<file path="src/rtl/trigger_capture_pkg.sv">
// Shared definitions for the logic-analyzer capture front end: default sizes and FSM state encoding.
`ifndef DATA_WIDTH
`define DATA_WIDTH 8
`endif
`ifndef ADDR_WIDTH
`define ADDR_WIDTH 4
`endif
`ifndef MEMORY_SIZE
`define MEMORY_SIZE 16
`endif

package trigger_capture_pkg;

    localparam int DEF_DATA_WIDTH  = `DATA_WIDTH;
    localparam int DEF_ADDR_WIDTH  = `ADDR_WIDTH;
    localparam int DEF_MEMORY_SIZE = `MEMORY_SIZE;

    typedef enum logic [1:0] {
        IDLE = 2'd0,
        FILL = 2'd1,
        POST = 2'd2,
        DUMP = 2'd3
    } state_t;

endpackage

</file>
<file path="src/rtl/trigger_capture_trig_match.sv">
// Masked equality trigger: hit when every bit selected by trig_mask matches trig_value.
// Kept separate so edge or sequence triggers can be dropped in later.
module trigger_capture_trig_match #(
    parameter int DATA_WIDTH = 8
) (
    input  logic [DATA_WIDTH-1:0] sample,
    input  logic [DATA_WIDTH-1:0] trig_value,
    input  logic [DATA_WIDTH-1:0] trig_mask,
    output logic                  hit
);

    assign hit = ((sample ^ trig_value) & trig_mask) == '0;

endmodule

</file>
<file path="src/rtl/trigger_capture.sv">
// Capture front end: fills the circular sample buffer, waits for the trigger, stores the
// post-trigger samples, then strobes the readout stage through exactly one buffer's worth of reads.
module trigger_capture
    import trigger_capture_pkg::*;
#(
    parameter int DATA_WIDTH  = DEF_DATA_WIDTH,
    parameter int ADDR_WIDTH  = DEF_ADDR_WIDTH,
    parameter int MEMORY_SIZE = DEF_MEMORY_SIZE,
    parameter int POST_TRIG   = MEMORY_SIZE / 2
) (
    input  logic                  clk,
    input  logic                  reset,
    input  logic                  arm,
    input  logic [DATA_WIDTH-1:0] sample,
    input  logic                  sample_valid,
    input  logic [DATA_WIDTH-1:0] trig_value,
    input  logic [DATA_WIDTH-1:0] trig_mask,
    input  logic                  dump_stall,
    output logic [DATA_WIDTH-1:0] memory [0:MEMORY_SIZE-1],
    output logic [ADDR_WIDTH-1:0] waddr,
    output logic                  read_enable,
    output logic                  busy,
    output logic                  triggered,
    output logic                  capture_done
);

    localparam logic [ADDR_WIDTH:0]   PRE_CNT   = (ADDR_WIDTH+1)'(MEMORY_SIZE - 1 - POST_TRIG);
    localparam logic [ADDR_WIDTH:0]   POST_LAST = (ADDR_WIDTH+1)'((POST_TRIG > 0) ? POST_TRIG - 1 : 0);
    localparam logic [ADDR_WIDTH:0]   DEPTH_CNT = (ADDR_WIDTH+1)'(MEMORY_SIZE);
    localparam logic [ADDR_WIDTH:0]   LAST_RD   = (ADDR_WIDTH+1)'(MEMORY_SIZE - 1);
    localparam logic [ADDR_WIDTH:0]   CNT_ONE   = (ADDR_WIDTH+1)'(1);
    localparam logic [ADDR_WIDTH-1:0] ADDR_ONE  = ADDR_WIDTH'(1);

    state_t                state;
    logic [ADDR_WIDTH:0]   fill_cnt;
    logic [ADDR_WIDTH:0]   post_cnt;
    logic [ADDR_WIDTH:0]   rd_cnt;
    logic [ADDR_WIDTH-1:0] next_waddr;
    logic                  write_en;
    logic                  hit;

    trigger_capture_trig_match #(
        .DATA_WIDTH(DATA_WIDTH)
    ) u_trig_match (
        .sample    (sample),
        .trig_value(trig_value),
        .trig_mask (trig_mask),
        .hit       (hit)
    );

    assign next_waddr = waddr + ADDR_ONE;
    assign write_en   = sample_valid && (state == FILL || state == POST);
    assign busy       = (state != IDLE);

    always_ff @(posedge clk) begin
        if (write_en)
            memory[next_waddr] <= sample;
    end

    // waddr always names the newest stored sample, so readout starts at waddr+1 (the oldest).
    always_ff @(posedge clk) begin
        if (reset) begin
            state        <= IDLE;
            waddr        <= '1;
            fill_cnt     <= '0;
            post_cnt     <= '0;
            rd_cnt       <= '0;
            read_enable  <= 1'b0;
            triggered    <= 1'b0;
            capture_done <= 1'b0;
        end else begin
            capture_done <= 1'b0;
            if (write_en)
                waddr <= next_waddr;

            case (state)
                IDLE: begin
                    if (arm) begin
                        state    <= FILL;
                        waddr    <= '1;
                        fill_cnt <= '0;
                    end
                end
                FILL: begin
                    if (sample_valid) begin
                        if (fill_cnt >= PRE_CNT && hit) begin
                            triggered <= 1'b1;
                            post_cnt  <= '0;
                            if (POST_TRIG == 0) begin
                                state       <= DUMP;
                                rd_cnt      <= '0;
                                read_enable <= 1'b0;
                            end else begin
                                state <= POST;
                            end
                        end else if (fill_cnt < PRE_CNT) begin
                            fill_cnt <= fill_cnt + CNT_ONE;
                        end
                    end
                end
                POST: begin
                    if (sample_valid) begin
                        if (post_cnt == POST_LAST) begin
                            state       <= DUMP;
                            rd_cnt      <= '0;
                            read_enable <= 1'b0;
                        end else begin
                            post_cnt <= post_cnt + CNT_ONE;
                        end
                    end
                end
                DUMP: begin
                    // capture_done is held while still in DUMP so a coincident arm is ignored.
                    if (rd_cnt == DEPTH_CNT) begin
                        state       <= IDLE;
                        triggered   <= 1'b0;
                        read_enable <= 1'b0;
                        rd_cnt      <= '0;
                    end else if (read_enable && rd_cnt == LAST_RD) begin
                        rd_cnt       <= DEPTH_CNT;
                        read_enable  <= 1'b0;
                        capture_done <= 1'b1;
                    end else begin
                        if (read_enable)
                            rd_cnt <= rd_cnt + CNT_ONE;
                        read_enable <= !dump_stall;
                    end
                end
                default: state <= IDLE;
            endcase
        end
    end

endmodule

</file>
<file path="config.mk">
export PLATFORM = sky130hd
export DESIGN_NAME = trigger_capture
export DESIGN_NICKNAME = d
export VERILOG_FILES = /design/src/rtl/trigger_capture_pkg.sv /design/src/rtl/trigger_capture_trig_match.sv /design/src/rtl/trigger_capture.sv
export SDC_FILE = /design/constraint.sdc
export NUM_CORES = 1
export LEC_CHECK = 0
export ABC_AREA = 0
export CORE_AREA = 5 5 136 125
export CTS_BUF_LIST = sky130_fd_sc_hd__clkbuf_16
export DETAILED_ROUTE_END_ITERATION = 12
export DIE_AREA = 0 0 141 130
export PLACE_DENSITY = 0.77
export SLEW_MARGIN = 15
export SYNTH_ARGS = -nofsm -noshare
export SYNTH_HDL_FRONTEND = slang
export SYNTH_SLANG_ARGS = --single-unit
export TNS_END_PERCENT = 5
</file>
<file path="constraint.sdc">
create_clock -name clk -period 2.1 [get_ports clk]
set_clock_uncertainty 0.1 [all_clocks]
set_input_delay 0.21 -clock clk [delete_from_list [all_inputs] [get_ports clk]]
set_output_delay 0.21 -clock clk [all_outputs]
set_load 0.02 [all_outputs]
</file>
# Word-level counts from Yosys, hierarchy flattened
# Cells that the tools add are included.
[word_totals] regBits=152 latch_bits=0 ram_bits=0 romBits=0 input_bits=29 output_inout_bits=136 n_memories=0
[op_classes] add_sub_neg=4 n_mul=0 div_mod_pow=0 order_cmp=4 eq_ne=16 shifts=0 n_mux=39 n_bitwise=4 n_reduce_logical=20
[op_table] operator="128-bit bitwise mux" count=1
[op_table] operator="5-bit two-way mux" count=13
[op_table] operator="8-bit demux with 4-bit select" count=1
[op_table] operator="5-bit one-hot mux with 2 select lines" count=3
[op_table] operator="5-bit by 1-bit adder with 5-bit output (second input constant)" count=3
[op_table] operator="2-bit two-way mux" count=6
[op_table] operator="4-bit two-way mux" count=3
[op_table] operator="2-bit inequality test (second input constant)" count=6
[op_table] operator="5-bit AND reduction" count=2
[op_table] operator="2-bit nonzero test" count=5
[op_table] operator="8-bit bitwise AND" count=1
[op_table] operator="8-bit logical NOT" count=1
[op_table] operator="1-bit two-way mux" count=8
[op_table] operator="8-bit two-way mux" count=1
[op_table] operator="2-bit one-hot mux with 4 select lines" count=1
[op_table] operator="4-bit AND reduction" count=2
[op_table] operator="8-bit XOR" count=1
[op_table] operator="2-bit by 1-bit inequality test with 1-bit output (second input constant)" count=3
[op_table] operator="6-bit AND reduction" count=1
[op_table] operator="5-bit by 3-bit == test with 1-bit output (second input constant)" count=1
[op_table] operator="5-bit by 4-bit == test with 1-bit output (second input constant)" count=1
[op_table] operator="5-bit == test (second input constant)" count=1
[op_table] operator="5-bit by 3-bit greater-or-equal comparator with 1-bit output (second input constant)" count=1
[op_table] operator="5-bit greater-or-equal comparator (second input constant)" count=1
[op_table] operator="15 further kinds" count=20

# Longest topological paths before layout
# Gate-level depths: netlist of the first run.
[logic_depth] depth_word=7 mapped_depth=8 mapped_depth_nobuf=8

# Cells and area by module
# A second synthesis of the first run with hierarchy kept.
[unflattened] cells_unflattened=348 hier_area_um2=5564.1
[modules_own_cells] mod="trigger_capture" n_inst=1 cells_each=335 area_per_inst_um2=5455.2 seq_area_each_um2=4324.1
[modules_own_cells] mod="trigger_capture_trig_match" n_inst=1 cells_each=13 area_per_inst_um2=108.9 seq_area_each_um2=0.0

# Worst setup path after synthesis of the first run
# No wires, ideal clock.
[synth_timing] path_kind="register to register" start="register waddr[0] (netlist name)" end="register memory[104] in the netlist's numbering (enable)" setup_ns=0.370 t_arrival_ns=1.663 path_slack_ns=-0.033 path_stages_with_launch=5 n_path_buf=0 period_less_slack_ns=2.133 path_cell_list="dfxtp_1 ha_1 inv_1 o31a_1 nor2_1"
[synth_rtl] item="end signal: indexed assignment" line="trigger_capture.sv:57" source="memory[next_waddr] <= sample;"
[synth_rtl] item="end: declaration" line="trigger_capture.sv:19" source="output logic [DATA_WIDTH-1:0] memory [0:MEMORY_SIZE-1],"

==> run metrics, run 1 <==
crit end category register; DR iter-0 viols 254; non-filler cells, final 771; post-DP HPWL 10200 um; Min Clock Period, post-route 2.02 ns; Synth Register Bits 152; dpl cells roughly 740; first-pass GRT wire length roughly 21000 um; H-tree depth 4; final core utilization 54.5%; CP Data Required Time roughly 2.1 ns; Worst setup startpoint waddr[1]; crit path launch type register; Seq/Total Area, Yosys between 70% and 80%; Core ar. 15300 um^2; final wirelength around 14000 um; worst skew pair latency between 0.4 and 0.5 ns; largest net degree at the start of global routing 18; initial antenna violation count 0; cell taking the most area after synthesis edfxtp_1; DR WL/cell 18.3 um; run status finished, final reports clean; post-CTS setup buffers 0; Synth cell types slightly above 50; synthesized cell area 5550 um^2; Post-Place Cell Area 7730 um^2; ys flop type edfxtp_1; R2R cell count 5; Max Slew Vio Count 0; critical-path maximum fanout 7; yosys warns 0; CTS tree yes; global route overflow 0; slew of the pin with the lowest slew margin roughly 0.46 ns; min-delay src fill_cnt[4]; clk sinks approximately 150; DIE HEIGHT ~130 um; Max VDD drop between 0.5 and 0.6 mV; Post-synth EDFFs between 100 and 150; Clock Path Buffers 2; Cells after Synth 342; R2R Path End memory[123]; most common cell after layout, fill and taps aside clkdlybuf4s50_1; RSZ-0062 raised after global routing true; Die ar. roughly 18000 um^2; R2R Path Start waddr[1]; Crit path arrival time ~2.1 ns; Post-route DRC 0; CP endpoint memory[123]; ant diodes 0; I/O Buffers between 150 and 200; Final Cycle Share 96.1%; top-area cell type share of the netlist area roughly 69%; number of global-route vias before repair between 3000 and 4000; Worst Setup Path Type reg -> reg; synthesized area per cell 16.2 um^2; Final Instance Area roughly 8300 um^2; row count 43; worst rel slew slack between 60 and 70%; Net Count, Synth 385; Via density between 4 and 5; CTS buffer count 17; Fmax achieved ~500 MHz; PostCTS Resize Cnt 1; Area contributors post-synth edfxtp_1, dfxtp_1, ha_1; # hold bufs at CTS 0; most frequent cells in the layout clkdlybuf4s50_1, edfxtp_1, buf_4; gr usage total approximately 16%; Via Count approximately 3700; Setup violations, final 0; area grow syn2layout 50.3%; Leakage slightly below 3 nW; clk slew on worst S/H paths roughly 0.060 ns; GPL Wtd Cong around 0.86; setup TNS 0 ns; Die W roughly 140 um; flop2flop setup slack just over 0.08 ns; Final Hold Violating Endpoints 0; drt first pass iters 6; CTS root buf clkbuf_16; initial core utilization about 36%; ANT nets after route 0; share of cells above drive strength 1 about 14%; max-cap viol count 0; Synth async-reset ratio 0%; Top Ports around 170; Power Dens Cells about 970 nW/um^2; type of the most critical hold path reg -> reg; nets@finish 599
==> worst max-delay path, cell delays in order (launching register included) <==
cell	delay, ns
dfxtp_1	0.45
ha_2	0.32
inv_1	0.09
o31a_1	0.36
nor2_1	0.22
buf_4	0.18
==> logic make-up after synthesis <==
| group | count (synthesis) | synth area share, % |
|---|---|---|
| DFF | 152 | 78.0 |
| muxes | 1 | 0.181 |
| buffers and inverters | 23 | 1.56 |
| and+or+nand+nor | 89 | 8.10 |
| adders and majority gates | 14 | 3.16 |
| xor gates and xnor gates | 13 | 2.05 |
| AOI/OAI and AO/OA | 50 | 6.97 |
==> metal layers <==
layer,vias up,global-route usage (%),wire length (um)
met5,-,0,0
met4,0,5.24,288
met3,18,5.79,1280
met2,180,25.0,6660
met1,1759,20.1,5910
li1,1710,-,-
==> report_power, final <==
part | leakage, nW | internal (mW) | switching, mW
Sequential | 1.35 | 3.44 | 0.0955
Combinational | 1.34 | 0.623 | 0.897
Clock | 0.290 | 1.78 | 1.22
Total | 2.97 | 5.84 | 2.22
==> how the worst min path moves through the flow <==
stage | endpoint | depth (start not counted)
after floorplan | memory[0] | 0
after global placement | fill_cnt[3] | 1
after detailed placement | fill_cnt[4] | 1
after CTS | fill_cnt[4] | 1
after global routing | memory[92] | 1
final | fill_cnt[4] | 1
==> Yosys cell counts (5+ instances only) <==
master      n
ha_1       14
a21oi_1    12
nor3_1      5
xor2_1     10
inv_1      17
clkbuf_1    5
nand2_1    26
nor2_1     26
o21ai_0     6
dfxtp_1    24
edfxtp_1  128
nand3_1     5
==> final cells by class <==
class                           instances  area [um^2]
Clock buffer                           17          425
Sequential cell                       152         4320
Fill cell                            1234         6950
Inverter                               18         67.6
Clock inverter                         15          165
Tap cell                              202          253
Multi-Input combinational cell        167         1150
Timing Repair Buffer                  200         1950
==> metrics by stage <==
step / hold WS (ns) / setup slack [ns] / power [mW]
4_1_cts: 0.365 / 0.0179 / 8.10
3_3_place_gp: 0.347 / -0.127 / 5.05
5_1_grt: 0.374 / -0.00110 / 8.42
2_1_floorplan: 0.209 / -0.0329 / 4.40
3_5_place_dp: 0.345 / -0.183 / 5.10
6_report: 0.361 / 0.0815 / 8.06
==> state kept, by name, summed over array words and instances (netlist names) <==
| register | cells |
|---|---|
| capture_done | 1 |
| fill_cnt | 5 |
| memory | 128 |
| post_cnt | 5 |
| rd_cnt | 5 |
| read_enable | 1 |
| state | 2 |
| triggered | 1 |
| waddr | 4 |
Power figures use the tool's default switching activity.
==> run 2, diff against run 1 <==
Settings changed: SLEW_MARGIN 15 to 20.
==> results of run 2 <==
Same layout as run 1: the final DEF is identical, and so are final timing and power.
